===== config.mk =====
export PLATFORM = sky130hd
export DESIGN_NAME = io_port
export DESIGN_NICKNAME = d
export VERILOG_FILES = /design/src/rtl/io_port.sv
export SDC_FILE = /design/constraint.sdc
export NUM_CORES = 1
export LEC_CHECK = 0
export CAP_MARGIN = 15
export CORE_UTILIZATION = 51
export CTS_BUF_LIST = sky130_fd_sc_hd__clkbuf_8 sky130_fd_sc_hd__clkbuf_16
export CTS_CLUSTER_DIAMETER = 50
export DETAILED_ROUTE_END_ITERATION = 8
export GPL_TIMING_DRIVEN = 1
export PLACE_DENSITY = 0.9
export SYNTH_ARGS = -nofsm -noshare
export SYNTH_HDL_FRONTEND = slang
export SYNTH_SLANG_ARGS = --single-unit

===== constraint.sdc =====
create_clock -name clock -period 2.62 [get_ports clock]
set_input_delay 0.524 -clock clock [delete_from_list [all_inputs] [get_ports clock]]
set_output_delay 0.524 -clock clock [all_outputs]
set_load 0.02 [all_outputs]

===== src/rtl/io_port.sv =====
// Front-panel I/O port: debounced "enter" button completes IN requests by
// capturing the slide switches, and an 8-digit multiplexed hex display shows OUT data.
module io_port #(
  parameter int DEB_CYCLES = 16,
  parameter int SCAN_DIV   = 1024
) (
  input  logic        clock,
  input  logic        reset,
  input  logic        exec,
  input  logic [1:0]  ledout,
  input  logic        switchin,
  input  logic [15:0] out_data,
  input  logic [3:0]  out_addr,
  input  logic [15:0] sw_raw,
  input  logic        btn_raw,
  output logic [15:0] in_data,
  output logic        in_done,
  output logic        stall,
  output logic [7:0]  digit_sel,
  output logic [7:0]  seg
);

  localparam int DW = $clog2(DEB_CYCLES + 1);
  localparam int SW = $clog2(SCAN_DIV + 1);

  typedef enum logic {IDLE, WAIT} state_t;

  logic [15:0]   sw_s1, sw_s2;
  logic          btn_s1, btn_s2;
  logic [DW-1:0] deb_cnt;
  logic          btn_db, btn_db_q;
  logic          press;
  state_t        state_q, state_d;
  logic [15:0]   disp_data;
  logic [3:0]    disp_addr;
  logic          addr_vis;
  logic [SW-1:0] div_cnt;
  logic [2:0]    idx;
  logic [3:0]    cur_nib;
  logic          cur_blank;

  always_ff @(posedge clock) begin
    if (reset) begin
      sw_s1  <= '0;
      sw_s2  <= '0;
      btn_s1 <= 1'b0;
      btn_s2 <= 1'b0;
    end else begin
      sw_s1  <= sw_raw;
      sw_s2  <= sw_s1;
      btn_s1 <= btn_raw;
      btn_s2 <= btn_s1;
    end
  end

  // Counter runs only while the synced level disagrees with the accepted one,
  // so any bounce back to the old level restarts the qualification window.
  always_ff @(posedge clock) begin
    if (reset) begin
      deb_cnt  <= '0;
      btn_db   <= 1'b0;
      btn_db_q <= 1'b0;
    end else begin
      btn_db_q <= btn_db;
      if (btn_s2 == btn_db)
        deb_cnt <= '0;
      else if (deb_cnt == DW'(DEB_CYCLES - 1))
        btn_db <= btn_s2;
      else
        deb_cnt <= deb_cnt + 1'b1;
    end
  end

  assign press = btn_db & ~btn_db_q;

  always_comb begin
    state_d = state_q;
    case (state_q)
      IDLE: if (exec && switchin) state_d = WAIT;
      WAIT: if (press)            state_d = IDLE;
      default:                    state_d = IDLE;
    endcase
  end

  always_ff @(posedge clock) begin
    if (reset) begin
      state_q <= IDLE;
      in_done <= 1'b0;
      in_data <= '0;
    end else begin
      state_q <= state_d;
      in_done <= (state_q == WAIT) && press;
      if ((state_q == WAIT) && press)
        in_data <= sw_s2;
    end
  end

  assign stall = (state_q == WAIT);

  always_ff @(posedge clock) begin
    if (reset) begin
      disp_data <= '0;
      disp_addr <= '0;
      addr_vis  <= 1'b0;
    end else if (exec && ledout[1]) begin
      disp_data <= out_data;
      addr_vis  <= ledout[0];
      if (ledout[0])
        disp_addr <= out_addr;
    end
  end

  always_comb begin
    cur_nib   = 4'h0;
    cur_blank = 1'b1;
    if (!idx[2]) begin
      cur_nib   = disp_data[{idx[1:0], 2'b00} +: 4];
      cur_blank = 1'b0;
    end else if (idx == 3'd4 && addr_vis) begin
      cur_nib   = disp_addr;
      cur_blank = 1'b0;
    end
  end

  function automatic logic [7:0] hex7(input logic [3:0] v);
    case (v)
      4'h0: hex7 = 8'hC0;  4'h1: hex7 = 8'hF9;
      4'h2: hex7 = 8'hA4;  4'h3: hex7 = 8'hB0;
      4'h4: hex7 = 8'h99;  4'h5: hex7 = 8'h92;
      4'h6: hex7 = 8'h82;  4'h7: hex7 = 8'hF8;
      4'h8: hex7 = 8'h80;  4'h9: hex7 = 8'h90;
      4'hA: hex7 = 8'h88;  4'hB: hex7 = 8'h83;
      4'hC: hex7 = 8'hC6;  4'hD: hex7 = 8'hA1;
      4'hE: hex7 = 8'h86;  default: hex7 = 8'h8E;
    endcase
  endfunction

  // seg and digit_sel are loaded together from the same index, so a
  // mismatched pair can never be seen on the pins.
  always_ff @(posedge clock) begin
    if (reset) begin
      div_cnt   <= '0;
      idx       <= '0;
      digit_sel <= 8'hFE;
      seg       <= 8'hC0;
    end else begin
      if (div_cnt == SW'(SCAN_DIV - 1)) begin
        div_cnt <= '0;
        idx     <= idx + 1'b1;
      end else begin
        div_cnt <= div_cnt + 1'b1;
      end
      digit_sel <= ~(8'b1 << idx);
      seg       <= cur_blank ? 8'hFF : hex7(cur_nib);
    end
  end

endmodule


==> results.sh <==
export IMPL_syn2layout_area_growth_pct=25.2
export IMPL_drc=0
export IMPL_ys_flop_type="dfxtp_1"
export IMPL_ir_drop_uv=270
export IMPL_grt_pass1_wl_mm=13.1
export IMPL_syn_cell_area_mm2=0.00399
export IMPL_syn_inst=397
export IMPL_synthXorXnorAreaFrac=0.0263
export IMPL_ys_warn_count=0
export IMPL_dp_hpwl_mm=5.54
export IMPL_syn_avg_cell_area_um2=10.1
export IMPL_skew_ns=0.0170
export IMPL_dp_cells=556
export IMPL_seq_area_frac_synth=0.547
export IMPL_synth_edff_count=0
export IMPL_power_leakage_uw=0.00187
export IMPL_hold_viol_final=0
export IMPL_start_util=0.539
export IMPL_antenna_found_initial=0
export IMPL_setup_viol=0
export IMPL_synth_seq_cells=109
export IMPL_chipHeight_um=90.5
export IMPL_clk_latency_ns=0.38
export IMPL_status="finished clean"
export IMPL_synth_simple_gate_area_frac=0.193
export IMPL_max_slew_margin_rel=0.515
export IMPL_synth_nets=453
export IMPL_start_kind="register"
export IMPL_ios=77
export IMPL_setup_tns_ns=0
export IMPL_path_clk_slew_ns=0.11
export IMPL_worstPathMaxFanout=10
export IMPL_htreeDepth=3
export IMPL_grt_pass1_vias=2867
export IMPL_hold_path_class="register to register"
export IMPL_io_buffers=75
export IMPL_drtIter0Drc=165
export IMPL_ys_top_cells_by_count="dfxtp_1 (109), nand2_1 (61), nor2b_1 (37)"
export IMPL_synthArstFlopShare=0
export IMPL_clock_sinks=109
export IMPL_dr_pass1_iters=5
export IMPL_fin_crit_ns=2.20
export IMPL_clock_path_buffers=2
export IMPL_yosysMostFrequentCell="dfxtp_1"
export IMPL_fin_cells=572
export IMPL_antenna_left=0
export IMPL_rsz0062_at_grt="no"
export IMPL_synthMuxAreaShare=0.0276
export IMPL_drv_slew=0
export IMPL_wl_mm=7.77
export IMPL_vias=2998
export IMPL_fp_row_count=31
export IMPL_power_density_mw_per_mm2=595
export IMPL_dieWidth_um=90.5
export IMPL_synth_area_leaders="dfxtp_1 (55%), nor2b_1 (5.8%), nand2_1 (5.7%)"
export IMPL_drt_wirelength_per_cell_um=13.6
export IMPL_synthAdderAreaFrac=0.0408
export IMPL_synth_top_family_by_area="simple AND/OR/NAND/NOR gates"
export IMPL_fill_cells=538
export IMPL_die_area_mm2=0.00818
export IMPL_cts_tree="built"
export IMPL_grt_remaining_overflow=0
export IMPL_drive_gt1_frac=0.0698
export IMPL_fmaxAchievable_mhz=454
export IMPL_end_kind="register"
export IMPL_cp_data_required_time_ns=2.85
export IMPL_crit_arrival_ns=2.43
export IMPL_numCtsBuffers=9
export IMPL_synth_compound_area_share=0.125
export IMPL_synth_top_area_frac=0.547
export IMPL_maxCapViolCount=0
export IMPL_worst_pin_slew_ns=0.728
export IMPL_synth_largest_area_cell="dfxtp_1"
export IMPL_core_mm2=0.00741
export IMPL_postCtsSetupRepairBufs=0
export IMPL_finalCritPeriodShare=0.841
export IMPL_gp_congestion=0.937
export IMPL_via_per_inst=5.24
export IMPL_grt_max_degree=74
export IMPL_ys_types=46
export IMPL_cts_root_buf="clkbuf_8"
export IMPL_post_cts_resized=0
export IMPL_fin_nets=524
export IMPL_hold_worst_slack_ns=0.444
export IMPL_antenna_cells=0
export IMPL_cts_hold_buf=0
export IMPL_grt_total_usage=0.199
export IMPL_path_class="register to register"
==> cells in the final DEF (no fill, tap or decap), types with 2 or more instances in the layout <==
cell / synthesis / final
buf_4: 1 / 4
nand4_1: 7 / 7
a22o_1: 16 / 16
inv_6: 1 / 3
nor2b_1: 37 / 37
a31oi_1: 4 / 4
and4_1: 2 / 2
clkbuf_8: 0 / 9
and3_1: 3 / 3
or2_1: 2 / 2
nor3_1: 2 / 2
mux2i_1: 11 / 11
xor2_1: 7 / 7
or3_1: 2 / 2
clkdlybuf4s50_1: 0 / 74
and2_1: 2 / 2
o21ai_0: 3 / 3
nand2_1: 61 / 61
ha_1: 13 / 13
dfxtp_1: 109 / 109
xnor2_1: 5 / 5
clkinv_8: 0 / 3
nand3_1: 10 / 10
inv_1: 7 / 7
nor2_1: 21 / 21
a21oi_1: 30 / 30
o211ai_1: 3 / 3
==> metal layers <==
layer  part of all wire  global-route usage  vias to the layer above
met3              0.041              0.0370                       17
met1               0.44               0.239                     1408
met5                  0                   0                        -
met4              0.023              0.0874                        0
li1                   -                   -                     1487
met2               0.50               0.343                       86
==> power breakdown <==
group / internal [uW] / switching [uW] / total [uW] / leakage [uW]
sequential: 1710 / 21.4 / 1730 / 0.000890
clock: 396 / 638 / 1030 / 0.000108
combinational: 113 / 101 / 214 / 0.000872
==> worst max-delay path, cell delays in order, from the launching register on <==
cell and delay (ns):
dfxtp_1 0.61, inv_1 0.12, ha_1 0.29, nand4_1 0.15
o221a_4 0.23, clkinv_4 0.09, ha_1 0.25, o211ai_1 0.21
a31oi_1 0.11
==> worst paths after layout <==
path,from,end,slack [ns],cells past startpoint
min reg2reg,sw_s1[3],sw_s2[3],0.44,1
max,idx[1],seg[5],0.42,8
max reg2reg,idx[1],seg[5],0.42,8
min,sw_s1[3],sw_s2[3],0.44,1
==> per-stage QoR <==
stage / area [um2] / setup slack (ns) / total power, uW / utilization
after CTS: 5000 / 0.429 / 2990 / 0.674
final: 5000 / 0.416 / 2970 / 0.674
after global placement: 4780 / 0.552 / 1970 / 0.645
after global routing: 5000 / 0.242 / 3090 / 0.674
after floorplan: 3990 / 0.728 / 1870 / -
after detailed placement: 4780 / 0.455 / 1980 / 0.645
==> cell type report <==
type	instances	area [um2]	share of cell area
Timing Repair Buffer	79	776	0.155
Clock buffer	9	124	0.0248
Multi-Input combinational cell	260	1650	0.331
Sequential cell	109	2180	0.437
Inverter	9	43.8	0.00877
Clock inverter	7	93.8	0.0188
Tap cell	99	124	0.0248
==> flip-flops by register name, indices dropped and copies added (netlist names), 5 cells and up <==
register / cells
sw_s1: 16
disp_data: 16
deb_cnt: 5
in_data: 16
digit_sel: 8
seg: 7
sw_s2: 16
div_cnt: 11
==> kinds of logic after synthesis <==
logic type      after synthesis
mux                          11
compound gates               68
buf+inv                      28
fa+ha+maj                    13
flops                       109
other cells                   1
xor+xnor                     12
simple gates                155
Note: power is estimated with default switching activity, not from simulation.
